===== src/rtl/toa_pkg.sv =====
// Shared types and helpers for the TOA raw-code generator.
// Holds the word widths, the generator FSM state encoding and the
// alternating delay-line image builder.
package toa_pkg;

  localparam int RAW_W    = 63;
  localparam int COARSE_W = 3;
  localparam int FINE_W   = 7;

  typedef enum logic [1:0] {
    IDLE  = 2'd0,
    BUILD = 2'd1,
    HOLD  = 2'd2
  } state_t;

  // Delay-line image for a fine phase. Bits at or below the break follow
  // ~i[0] and bits above it follow i[0], so the single equal adjacent pair
  // sits at (fine, fine+1). An illegal fine yields the pure alternating word.
  function automatic logic [RAW_W-1:0] alt_image(input logic [FINE_W-1:0] fine,
                                                 input logic              legal);
    logic [RAW_W-1:0] img;
    img = '0;
    for (int i = 0; i < RAW_W; i++) begin
      if (!legal || i <= int'(fine)) img[i] = ((i % 2) == 0);
      else                           img[i] = ((i % 2) == 1);
    end
    return img;
  endfunction

endpackage


===== src/rtl/toa_raw_image.sv =====
// Combinational fine phase -> 63-bit delay-line image plus legality flag.
module toa_raw_image
  import toa_pkg::*;
#(
  parameter int FINE_MAX = 61
) (
  input  logic [FINE_W-1:0] i_fine,
  output logic [RAW_W-1:0]  o_image,
  output logic              o_legal
);

  assign o_legal = (int'(i_fine) <= FINE_MAX);
  assign o_image = alt_image(i_fine, o_legal);

endmodule


===== src/rtl/toa_rawcode_gen.sv =====
// TOA raw-code generator: turns a (coarse, fine) phase request into the raw
// TDC word (delay-line image + two coarse counters) and streams it out over
// valid/ready. Supports single words and automatic fine-phase sweeps.
// Optional feature macro: TOA_GEN_BUBBLE_EN adds the bubble_pos port and
// inverts one image bit per word (bubble injection).
//
// Timing: accept cycle (IDLE) -> BUILD cycle loads the output registers ->
// HOLD with out_valid high until the consumer takes the word.
module toa_rawcode_gen
  import toa_pkg::*;
#(
  parameter int FINE_MAX = 61,
  parameter int SPLIT    = 32
) (
  input  logic                clk,
  input  logic                rstn,
  input  logic                req_valid,
  output logic                req_ready,
  input  logic [COARSE_W-1:0] req_coarse,
  input  logic [FINE_W-1:0]   req_fine,
  input  logic                req_sweep,
  input  logic [7:0]          sweep_len,
  output logic                out_valid,
  input  logic                out_ready,
  output logic [RAW_W-1:0]    raw_code,
  output logic [COARSE_W-1:0] counter_a,
  output logic [COARSE_W-1:0] counter_b,
  output logic                err,
  output logic                busy
`ifdef TOA_GEN_BUBBLE_EN
  ,
  input  logic [5:0]          bubble_pos
`endif
);

  state_t              r_state, w_next;
  logic [COARSE_W-1:0] r_coarse;
  logic [FINE_W-1:0]   r_fine;
  logic                r_sweep;
  logic [7:0]          r_remain;
  logic [RAW_W-1:0]    r_raw;
  logic [COARSE_W-1:0] r_cnt_a, r_cnt_b;
  logic                r_err;
  logic                r_valid;
`ifdef TOA_GEN_BUBBLE_EN
  logic [5:0]          r_bubble;
`endif

  logic [RAW_W-1:0]    w_image;
  logic                w_legal;
  logic [RAW_W-1:0]    w_raw;
  logic [COARSE_W-1:0] w_cnt_b;
  logic                w_hs;
  logic                w_last;
  logic                w_fine_wrap;

  toa_raw_image #(.FINE_MAX(FINE_MAX)) u_image (
    .i_fine  (r_fine),
    .o_image (w_image),
    .o_legal (w_legal)
  );

  // Final image: clean word, optionally with one injected bubble
  always_comb begin
    w_raw = w_image;
`ifdef TOA_GEN_BUBBLE_EN
    if (r_bubble <= 6'd62) w_raw[r_bubble] = ~w_image[r_bubble];
`endif
  end

  // counterB lags counterA by one from the split point upward
  assign w_cnt_b = (int'(r_fine) < SPLIT) ? r_coarse : (r_coarse - 3'd1);

  // Handshake only counts while a word is actually presented
  assign w_hs        = r_valid && out_ready;
  // A single word, the final sweep word, or an illegal start ends the run
  assign w_last      = !r_sweep || (r_remain <= 8'd1) || r_err;
  assign w_fine_wrap = (int'(r_fine) == FINE_MAX);

  // Reset holds req_ready low even though the FSM already sits in IDLE
  assign req_ready = (r_state == IDLE) && rstn;
  assign busy      = (r_state != IDLE);
  assign out_valid = r_valid;
  assign raw_code  = r_raw;
  assign counter_a = r_cnt_a;
  assign counter_b = r_cnt_b;
  assign err       = r_err;

  // FSM state register
  always_ff @(posedge clk or negedge rstn) begin
    if (!rstn) r_state <= IDLE;
    else       r_state <= w_next;
  end

  // FSM next-state logic
  always_comb begin
    w_next = r_state;
    case (r_state)
      IDLE:    if (req_valid) w_next = BUILD;
      BUILD:   w_next = HOLD;
      HOLD:    if (w_hs) w_next = w_last ? IDLE : BUILD;
      default: w_next = IDLE;
    endcase
  end

  // Request latch and sweep advance
  always_ff @(posedge clk or negedge rstn) begin
    if (!rstn) begin
      r_coarse <= '0;
      r_fine   <= '0;
      r_sweep  <= 1'b0;
      r_remain <= '0;
`ifdef TOA_GEN_BUBBLE_EN
      r_bubble <= 6'd63;
`endif
    end else begin
      if (r_state == IDLE && req_valid) begin
        r_coarse <= req_coarse;
        r_fine   <= req_fine;
        r_sweep  <= req_sweep;
        r_remain <= (sweep_len == 8'd0) ? 8'd1 : sweep_len;
`ifdef TOA_GEN_BUBBLE_EN
        r_bubble <= bubble_pos;
`endif
      end else if (r_state == HOLD && w_hs && !w_last) begin
        r_remain <= r_remain - 8'd1;
        if (w_fine_wrap) begin
          r_fine   <= '0;
          r_coarse <= r_coarse + 3'd1;
        end else begin
          r_fine   <= r_fine + 7'd1;
        end
      end
    end
  end

  // Output word registers; they only change in BUILD so they stay stable in HOLD
  always_ff @(posedge clk or negedge rstn) begin
    if (!rstn) begin
      r_raw   <= '0;
      r_cnt_a <= '0;
      r_cnt_b <= '0;
      r_err   <= 1'b0;
    end else if (r_state == BUILD) begin
      r_raw   <= w_raw;
      r_cnt_a <= r_coarse;
      r_cnt_b <= w_cnt_b;
      r_err   <= !w_legal;
    end
  end

  // out_valid: raised by BUILD, dropped by the handshake
  always_ff @(posedge clk or negedge rstn) begin
    if (!rstn)                         r_valid <= 1'b0;
    else if (r_state == BUILD)         r_valid <= 1'b1;
    else if (r_state == HOLD && w_hs)  r_valid <= 1'b0;
  end

endmodule


===== config.mk =====
export PLATFORM = sky130hd
export DESIGN_NAME = toa_rawcode_gen
export DESIGN_NICKNAME = d
export VERILOG_FILES = /design/src/rtl/toa_pkg.sv /design/src/rtl/toa_raw_image.sv /design/src/rtl/toa_rawcode_gen.sv
export SDC_FILE = /design/constraint.sdc
export NUM_CORES = 1
export LEC_CHECK = 0
export ABC_AREA = 0
export BUFFER_PORTS_ARGS = -buffer_cell sky130_fd_sc_hd__buf_2
export CAP_MARGIN = 25
export CORE_MARGIN = 4
export CORE_UTILIZATION = 50
export CTS_BUF_LIST = sky130_fd_sc_hd__clkbuf_4 sky130_fd_sc_hd__clkbuf_8
export DETAILED_ROUTE_END_ITERATION = 16
export PLACE_DENSITY = 0.77
export SYNTH_ARGS = -nofsm -noshare
export SYNTH_HDL_FRONTEND = slang
export SYNTH_SLANG_ARGS = --single-unit
export TNS_END_PERCENT = 50

===== constraint.sdc =====
create_clock -name clk -period 2.3 [get_ports clk]
set_input_delay 0.23 -clock clk [delete_from_list [all_inputs] [get_ports clk]]
set_output_delay 0.23 -clock clk [all_outputs]
set_load 0.03 [all_outputs]

==> flow_summary.json, run 1 <==
{
  "status": "complete, no violations",
  "cp-start-kind": "register",
  "tightest_slew_ns": 0.5990,
  "grt_max_degree": 93,
  "fp.dieH_um": 104.7,
  "ys_types": 56,
  "required_ns": 2.59,
  "fp.dieW_um": 104.7,
  "end_kind": "register",
  "htreeDepth": 3,
  "ios": 96,
  "worstHoldStart": "req_sweep",
  "cts_buffers": 9,
  "power.internal_mw": 4.219,
  "synth_mux_area_share_pct": 0.2141,
  "cts_buffer_depth": 2,
  "cts_tree": "done",
  "setup_viol": 0,
  "path_class": "register to register",
  "ir_worst_vdd_uv": 640.6,
  "postCtsSetupRepairBufs": 0,
  "nets": 635,
  "syn_area_um2": 4674,
  "clock_power_share_pct": 13.0,
  "n_antenna_cell": 0,
  "synth_most_common_cell": "dfrtp_1",
  "powerDensity_nw_per_um2": 1548,
  "relSlewSlack_pct": 59.96,
  "whs_ns": 0.05548,
  "dieArea_um2": 10960,
  "insertion_delay_ns": 0.37,
  "synth_compound_area_share_pct": 22.97,
  "synth-simple-area-share_pct": 19.94,
  "grt_first_pass_wirelength_um": 22140,
  "ys_seq_area_share_pct": 49.25,
  "p_sw_share_pct": 50.51,
  "routed_wirelength_um": 13510,
  "syn-num-nets": 549,
  "power.switching_mw": 4.305,
  "p_comb_share_pct": 53.8,
  "clock_skew_ns": 0.01008,
  "synth.avg_cell_area_um2": 9.042,
  "path_max_fanout": 15,
  "area.growth.synth_to_final_pct": 17.83,
  "synth_cells": 517,
  "synthArstFlopShare_pct": 100.0,
  "clkTransAtPathRegs_ns": 0.09,
  "drive_gt1_share_pct": 24.05,
  "gp_congestion": 0.9535,
  "drtIter0Drc": 417,
  "antenna_left": 0,
  "hold_viol": 0,
  "dr.pass1.iters": 5,
  "final.setup.tns_ns": 0,
  "grt_pass1_vias": 4284,
  "viasPerCell": 6.042,
  "antenna_found_initial": 0,
  "min_period_over_period_pct": 90.74,
  "synth_commonest_cells": "dfrtp_1, nand2_1, o21ai_0",
  "drc": 0,
  "synthFlopType": "dfrtp_1",
  "drv_slew": 0,
  "seqPwrFrac_pct": 33.1,
  "fin_total_pwr_mw": 8.524,
  "core_um2": 9153,
  "rsz0062_at_grt": "false",
  "crit_path_start": "r_remain[0]",
  "dp_cells": 702,
  "synth_edf_count": 0,
  "synth_seq_cells": 92,
  "grt-ovfl-total": 0,
  "synth_area_leaders": "dfrtp_1, nand2_1, o21ai_0",
  "grt.total_usage_pct": 25.04,
  "maxCapViolCount": 0,
  "arrival_ns": 2.38,
  "final-instance-count-excl-fill": 718,
  "synth_xor_area_share_pct": 0.3747,
  "start_util_pct": 51.07,
  "hold_class": "input port to register",
  "synth_top_area_share_pct": 49.25,
  "leakage_nw": 2.560,
  "dp_slack_ns": 0.2566,
  "crit-reg2reg-launch": "r_remain[0]",
  "setup_slack_ns": 0.2130,
  "yosysTopAreaCell": "dfrtp_1",
  "clock_tree.root_cell": "clkbuf_8",
  "routedWlPerCell_um": 18.82,
  "std_cell_rows": 35,
  "port_buffers": 95,
  "yosysWarnings": 0,
  "synth_top_family_by_area": "compound AO/OA/AOI/OAI gates",
  "fmax_ghz": 0.4792,
  "min_period_ns": 2.087,
  "vias": 4338,
  "synthAdderAreaFrac_pct": 2.409,
  "cts_sinks": 92,
  "dp_hpwl_um": 9725
}
-- what timing repair did --
action / in CTS / in global routing
hold endpoints to repair: 83 / 0
gates resized for setup: 0 / 1
endpoints found under the setup margin: 0 / 1
hold buffers: 1 / 0
-- cells by family after synthesis --
family,count (synthesis)
simple gates,193
compound gates,164
flops,92
buf+inv,56
fa+ha+maj,9
xor+xnor,2
mux,1
-- power groups by stage --
stage          Combinational, mW  Sequential, mW  Clock, mW
3_3_place_gp                4.46            2.79          0
3_5_place_dp                4.54            2.84          0
2_1_floorplan               2.20            3.70          0
4_1_cts                     4.56            2.81       1.11
5_1_grt                     4.95            2.91       1.19
6_report                    4.59            2.82       1.11
-- per-stage QoR --
step | util [%] | cell area [um^2]
floorplan | - | 4674
global placement | 57.94 | 5303
detailed placement | 57.94 | 5303
CTS | 60.16 | 5507
global route | 60.18 | 5508
finish | 60.18 | 5508
-- critical path, cell delays in order (launching register included) --
cell and delay [ns]:
dfrtp_1 0.43, inv_1 0.08, ha_1 0.25, nor2_1 0.31, nor4_4 0.09, buf_4 0.20
or4_1 0.48, a31oi_1 0.18
-- area by class of cell --
class	count	area, um^2
clock inverter	5	62.56
tap	111	138.9
multi-input combinational	369	2150
timing repair buffer	117	670.6
fill	801	3645
inverter	14	52.55
clock buffer	10	131.4
sequential	92	2302
-- placed cells by master, fill, tap and decap left out, types with 2 or more instances in the layout --
| master | instances |
|---|---|
| a31o_2 | 2 |
| xnor2_1 | 2 |
| a31oi_1 | 9 |
| a211oi_1 | 5 |
| dfrtp_1 | 92 |
| or4_4 | 2 |
| nor4_1 | 9 |
| o21ai_0 | 42 |
| a21oi_1 | 37 |
| nor3_1 | 7 |
| nor2_1 | 38 |
| nand4_1 | 5 |
| or3_1 | 2 |
| a21o_1 | 11 |
| nand2b_1 | 11 |
| buf_2 | 94 |
| clkinvlp_4 | 2 |
| o21a_1 | 3 |
| ha_1 | 9 |
| o22a_1 | 3 |
| a22o_1 | 5 |
| o31ai_1 | 14 |
| and3_1 | 3 |
| and2_1 | 4 |
| buf_4 | 20 |
| or4_1 | 5 |
| nand3_1 | 7 |
| a221oi_1 | 2 |
| o211ai_1 | 12 |
| inv_1 | 14 |
| or3b_2 | 3 |
| nand2_1 | 86 |
| buf_12 | 2 |
| clkbuf_8 | 9 |
| nor2b_1 | 2 |
| o311ai_0 | 3 |
| or2_2 | 3 |
| o32ai_1 | 2 |
-- sequential cells by signal (all words and copies together) (netlist names), 2 cells and up --
name / count
counter_a: 3
raw_code: 63
counter_b: 3
r_coarse: 3
r_fine: 7
r_remain: 8
r_state: 2
-- final timing paths --
kind / end / slack (ns) / depth (start not counted)
max in group asynchronous: raw_code[30] / 1.44 / 3
min: r_sweep / 0.06 / 3
max: r_fine[5] / 0.21 / 7
min in group asynchronous: raw_code[29] / 0.50 / 3
max reg2reg: r_fine[5] / 0.21 / 7
min reg2reg: raw_code[0] / 0.48 / 1
-- per-layer routing --
| layer | vias up | global-route usage, % | wire, um |
|---|---|---|---|
| met5 | - | 0 | 0 |
| met4 | 0 | 6.560 | 220 |
| met3 | 27 | 6.609 | 1029 |
| met2 | 202 | 38.93 | 6305 |
| met1 | 2092 | 35.00 | 5958 |
| li1 | 2017 | - | - |
Power figures use the tool's default switching activity.
==> run 2: changes to the inputs <==
--- a/config.mk
+++ b/config.mk
@@ -10,7 +10,6 @@
 export CAP_MARGIN = 25
-export CORE_MARGIN = 4
-export CORE_UTILIZATION = 50
+export CORE_UTILIZATION = 57
 export CTS_BUF_LIST = sky130_fd_sc_hd__clkbuf_4 sky130_fd_sc_hd__clkbuf_8
 export DETAILED_ROUTE_END_ITERATION = 16
-export PLACE_DENSITY = 0.77
+export PLACE_DENSITY = 0.86
 export SYNTH_ARGS = -nofsm -noshare
--- a/constraint.sdc
+++ b/constraint.sdc
@@ -3,2 +3,2 @@
 set_output_delay 0.23 -clock clk [all_outputs]
-set_load 0.03 [all_outputs]
+set_load 0.05 [all_outputs]
==> run 2 against run 1 <==
Compared with the run above: die area shrank 22%; cell count is 1.3% lower; hold slack worse by 0.0019 ns; count of clock-buffer cells in the layout did not move; sequential power hardly changed; clock skew rose by 0.00058 ns; flip-flop and latch count unchanged; design area fell by 0.34%.
==> flow_summary.json, run 2 (same netlist as run 1, synthesis figures left out) <==
{
  "cts_buffers": 9,
  "setup_slack_ns": 0.1496,
  "clock_skew_ns": 0.01066,
  "final_cell_mix": "buf_2, dfrtp_1, nand2_1",
  "min_period_ns": 2.150,
  "vias": 4425,
  "clock_tree.root_cell": "clkbuf_8",
  "leakage_nw": 2.563,
  "required_ns": 2.51,
  "gp_congestion": 0.9431,
  "clock_power_share_pct": 12.4,
  "register_area_um2": 2302,
  "cpPeakStageDelay_ns": 0.45,
  "fin_total_pwr_mw": 9.284,
  "relSlewSlack_pct": 49.80,
  "crit_path_start": "r_state[0]",
  "postCtsSetupRepairBufs": 0,
  "hold_class": "input port to register",
  "grt-ovfl-total": 0,
  "viasPerCell": 6.241,
  "clkTransAtPathRegs_ns": 0.09,
  "routedWlPerCell_um": 17.97,
  "reg2reg_slack_ns": 0.15,
  "r2r.worst_path.cells": 5,
  "tightest_slew_ns": 0.7341,
  "p_comb_share_pct": 57.1,
  "cts_buffer_depth": 2,
  "cts_resized": 0,
  "regToRegEndpoint": "r_remain[4]",
  "drive_gt1_share_pct": 24.05,
  "whs_ns": 0.05359,
  "maxCapViolCount": 0,
  "ir_worst_vdd_uv": 945.0,
  "status": "complete, no violations",
  "fin_util_pct": 69.95,
  "hold_viol": 0,
  "multi_input_area_um2": 2148,
  "final_cell_area_um2": 5489,
  "arrival_ns": 2.36,
  "cts_tree": "done",
  "ios": 96,
  "dp_slack_ns": 0.2352,
  "core_um2": 7848,
  "dpl_cell_area_um2": 5271,
  "p_sw_share_pct": 54.53,
  "cp_slowest_cell": "dfrtp_1",
  "path_max_fanout": 13,
  "nets": 634,
  "final.setup.tns_ns": 0,
  "grt.total_usage_pct": 30.78,
  "area.growth.synth_to_final_pct": 17.42,
  "antenna_left": 0,
  "power.switching_mw": 5.063,
  "drtIter0Drc": 461,
  "end_kind": "register",
  "dr.pass1.iters": 5,
  "num-fill-cells": 636,
  "min_period_over_period_pct": 93.49,
  "power.internal_mw": 4.221,
  "start_util_pct": 59.57,
  "path_class": "register to register",
  "setup_viol": 0,
  "cts_sinks": 92,
  "std_cell_rows": 32,
  "crit-reg2reg-launch": "r_state[0]",
  "cp-start-kind": "register",
  "drc": 0,
  "grt_pass1_vias": 4031,
  "fp.dieW_um": 92.56,
  "routed_wirelength_um": 12740,
  "largest_reg_flops": 63,
  "grt_first_pass_wirelength_um": 20670,
  "dp_hpwl_um": 8846,
  "port_buffers": 95,
  "rsz0062_at_grt": "false",
  "insertion_delay_ns": 0.37,
  "antenna_found_initial": 0,
  "n_antenna_cell": 0,
  "cp_cell_sequence": "and4bb_1 > nand3_1 > buf_4 > o311ai_0 > o311ai_1",
  "htreeDepth": 3,
  "drv_slew": 0,
  "crit_path_end": "r_remain[4]",
  "final_common_cell": "buf_2",
  "powerDensity_nw_per_um2": 1691,
  "fmax_ghz": 0.4650,
  "grt_max_degree": 93,
  "fp.dieH_um": 92.56,
  "seqPwrFrac_pct": 30.5,
  "dieArea_um2": 8567,
  "dp_cells": 692,
  "final-instance-count-excl-fill": 709
}
## run 2: power groups by stage
stage	registers, mW	logic (mW)	clock network (mW)
6_report	2.83	5.30	1.15
5_1_grt	2.92	5.64	1.21
4_1_cts	2.82	5.24	1.16
3_5_place_dp	2.85	5.19	0
3_3_place_gp	2.81	5.09	0
2_1_floorplan	4.43	2.22	0
## run 2: worst min-delay path by stage
| stage | slack, ns | depth (start not counted) | start | to |
|---|---|---|---|---|
| after global placement | 0.34 | 2 | rstn | raw_code[23] |
| final | 0.05 | 3 | req_sweep | r_sweep |
| after global routing | 0.10 | 3 | sweep_len[6] | r_remain[6] |
| after floorplan | -0.07 | 0 | rstn | counter_a[0] |
| after CTS | 0.05 | 3 | req_sweep | r_sweep |
| after detailed placement | 0.34 | 2 | rstn | counter_b[0] |
## run 2: worst max-delay path: cells and delay by family, from the launching register on
kind | cells | cell delay (ns)
compound gates | 2 | 0.64
simple gates | 2 | 0.61
flops | 1 | 0.45
buf+inv | 1 | 0.30
## run 2: timing repair
action / in CTS / in global routing
endpoints found under the hold margin: 92 / 0
setup endpoints to repair: 0 / 0
hold buffers: 1 / 0
## run 2: final cells by class
| class | count | share of cell area (%) |
|---|---|---|
| inverters | 14 | 0.9574 |
| well taps | 102 | 2.325 |
| flip-flops and latches | 92 | 41.94 |
| clock inverters | 6 | 1.276 |
| multi-input cells | 369 | 39.14 |
| repair buffers | 116 | 11.85 |
| clock buffers | 10 | 2.507 |
## run 2: per-layer routing
metal	global-route usage (%)	share of wire, %	vias up
met5	0	0	-
met4	10.94	2.1	0
met3	3.695	7.3	31
met2	47.47	46	236
met1	44.93	45	2122
li1	-	-	2036
==> run 3: changes to the inputs <==
Settings changed: CELL_PAD_IN_SITES_DETAIL_PLACEMENT set to 1, CELL_PAD_IN_SITES_GLOBAL_PLACEMENT set to 2, CORE_UTILIZATION 57 to 34, PLACE_DENSITY 0.86 to 0.85.
==> run 3 against run 2 <==
Compared with the run above: non-clock buffer count grew 5; design area grew 2.9%; fmax grew 2.4%; routed wire length grew 15%; sequential share of layout area shrank 1.2 points; clock power grew 7%; clock skew grew 0.0074 ns; setup slack gained 0.051 ns; combinational power grew 1%; cell count grew 11%; via count shrank 4.2%; critical path type unchanged; highest routed layer unchanged.
==> flow_summary.json, run 3 (same netlist as run 1, synthesis figures left out) <==
{
  "status": "complete, no violations",
  "insertion_delay_ns": 0.39,
  "cts_buffer_depth": 2,
  "reg2reg_slack_ns": 0.20,
  "relSlewSlack_pct": 55.31,
  "grt_first_pass_wirelength_um": 23930,
  "min_period_over_period_pct": 91.27,
  "drc": 0,
  "end_kind": "register",
  "cp_cell_sequence": "inv_1 > ha_1 > nor2_1 > nor4_4 > buf_4 > or4_1 > a31oi_1",
  "crit-reg2reg-launch": "r_remain[0]",
  "vias": 4240,
  "required_ns": 2.60,
  "clock_tree.root_cell": "clkbuf_8",
  "fin_total_pwr_mw": 9.497,
  "cp_top_family": "simple AND/OR/NAND/NOR gates",
  "min_period_ns": 2.099,
  "port_buffers": 95,
  "regToRegEndpoint": "r_coarse[2]",
  "grt_max_degree": 93,
  "core_um2": 13350,
  "rsz0062_at_grt": "false",
  "leakage_nw": 2.590,
  "routed_wirelength_um": 14650,
  "final-instance-count-excl-fill": 788,
  "clock_skew_ns": 0.01801,
  "viasPerCell": 5.381,
  "cp-start-kind": "register",
  "worstHoldEndpoint": "r_sweep",
  "clock_power_share_pct": 13.0,
  "std_cell_rows": 42,
  "power.internal_mw": 4.370,
  "hold_class": "input port to register",
  "postCtsSetupRepairBufs": 0,
  "path_class": "register to register",
  "routedWlPerCell_um": 18.59,
  "hold_viol": 0,
  "gp_congestion": 0.8289,
  "dp_cells": 771,
  "setup_viol": 0,
  "final_cell_mix": "buf_2, dfrtp_1, nand2_1",
  "final.setup.tns_ns": 0,
  "seqPwrFrac_pct": 30.5,
  "grt_pass1_vias": 4351,
  "maxCapViolCount": 0,
  "powerDensity_nw_per_um2": 1681,
  "fin_util_pct": 42.32,
  "p_comb_share_pct": 56.5,
  "clkTransAtPathRegs_ns": 0.10,
  "ios": 96,
  "drv_slew": 0,
  "cts_sinks": 92,
  "grt.total_usage_pct": 21.88,
  "final_common_cell": "buf_2",
  "arrival_ns": 2.40,
  "r2r.worst_path.cells": 7,
  "dr.pass1.iters": 4,
  "start_util_pct": 35.02,
  "path_max_fanout": 15,
  "cts_tree": "done",
  "largest_reg_flops": 63,
  "nets": 639,
  "n_antenna_cell": 0,
  "power.switching_mw": 5.127,
  "ir_worst_vdd_uv": 575.7,
  "cts_buffers": 9,
  "cpPeakStageDelay_ns": 0.49,
  "grt-ovfl-total": 0,
  "worstHoldStart": "req_sweep",
  "fmax_ghz": 0.4763,
  "area.growth.synth_to_final_pct": 20.85,
  "dp_hpwl_um": 10840,
  "p_sw_share_pct": 53.99,
  "drtIter0Drc": 289,
  "antenna_left": 0,
  "cp_slowest_cell": "or4_1",
  "dieArea_um2": 14220,
  "drive_gt1_share_pct": 24.67,
  "htreeDepth": 3,
  "tightest_slew_ns": 0.6653,
  "fp.dieH_um": 119.3,
  "min_delay_path_depth": 3,
  "antenna_found_initial": 0,
  "cp_num_buf_inv": 2,
  "fp.dieW_um": 119.3
}
-- run 3: metrics by stage --
stage / hold WS, ns / cell area [um^2] / worst slack [ns]
after floorplan: -0.06559 / 4674 / 0.1927
after global placement: 0.3750 / 5414 / 0.3552
after detailed placement: 0.3863 / 5414 / 0.2414
after CTS: 0.04608 / 5649 / 0.2119
after global routing: 0.06375 / 5649 / 0.06107
final: 0.05733 / 5649 / 0.2007
-- run 3: repair_timing --
action / in CTS / in global routing
hold buffers: 1 / 0
gates resized for setup: 0 / 0
endpoints found under the hold margin: 92 / 0
-- run 3: worst reg2reg max path, delay by kind of cell (launching register included) --
kind / cells / cell delay (ns)
compound gates: 1 / 0.18
fa+ha+maj: 1 / 0.25
simple gates: 3 / 0.87
flops: 1 / 0.43
buf+inv: 2 / 0.28
-- run 3: area by class of cell --
| cell class | count | area, um^2 |
|---|---|---|
| Clock buffer | 10 | 137.6 |
| Inverter | 14 | 52.55 |
| Tap cell | 176 | 220.2 |
| Sequential cell | 92 | 2302 |
| Fill cell | 1601 | 7699 |
| Multi-Input combinational cell | 369 | 2148 |
| Timing Repair Buffer | 121 | 700.7 |
| Clock inverter | 6 | 87.58 |
-- run 3: power groups by stage --
stage	clock network (mW)	logic (mW)	registers [mW]
3_5_place_dp	0	5.37	2.93
6_report	1.23	5.37	2.90
3_3_place_gp	0	5.27	2.87
4_1_cts	1.26	5.38	2.90
2_1_floorplan	0	2.22	4.43
5_1_grt	1.32	5.77	3.00
-- run 3: how the worst max path moves through the flow --
stage                start            to  slack (ns)  cells past startpoint
2_1_floorplan    r_fine[1]  raw_code[52]        0.19                      8
3_3_place_gp   r_remain[0]   r_remain[3]        0.36                      7
3_5_place_dp           err   r_coarse[2]        0.24                      4
4_1_cts                err   r_coarse[2]        0.21                      4
5_1_grt                err   r_coarse[2]        0.06                      4
6_report       r_remain[0]   r_coarse[2]        0.20                      7
-- run 3: routing by layer --
layer  vias up  part of all wire [%]  GRT usage, %
met5         -                     0             0
met4         0                   1.8         7.753
met3        27                   4.4         4.406
met2       106                    46         33.58
met1      2078                    48         30.52
li1       2029                     -             -
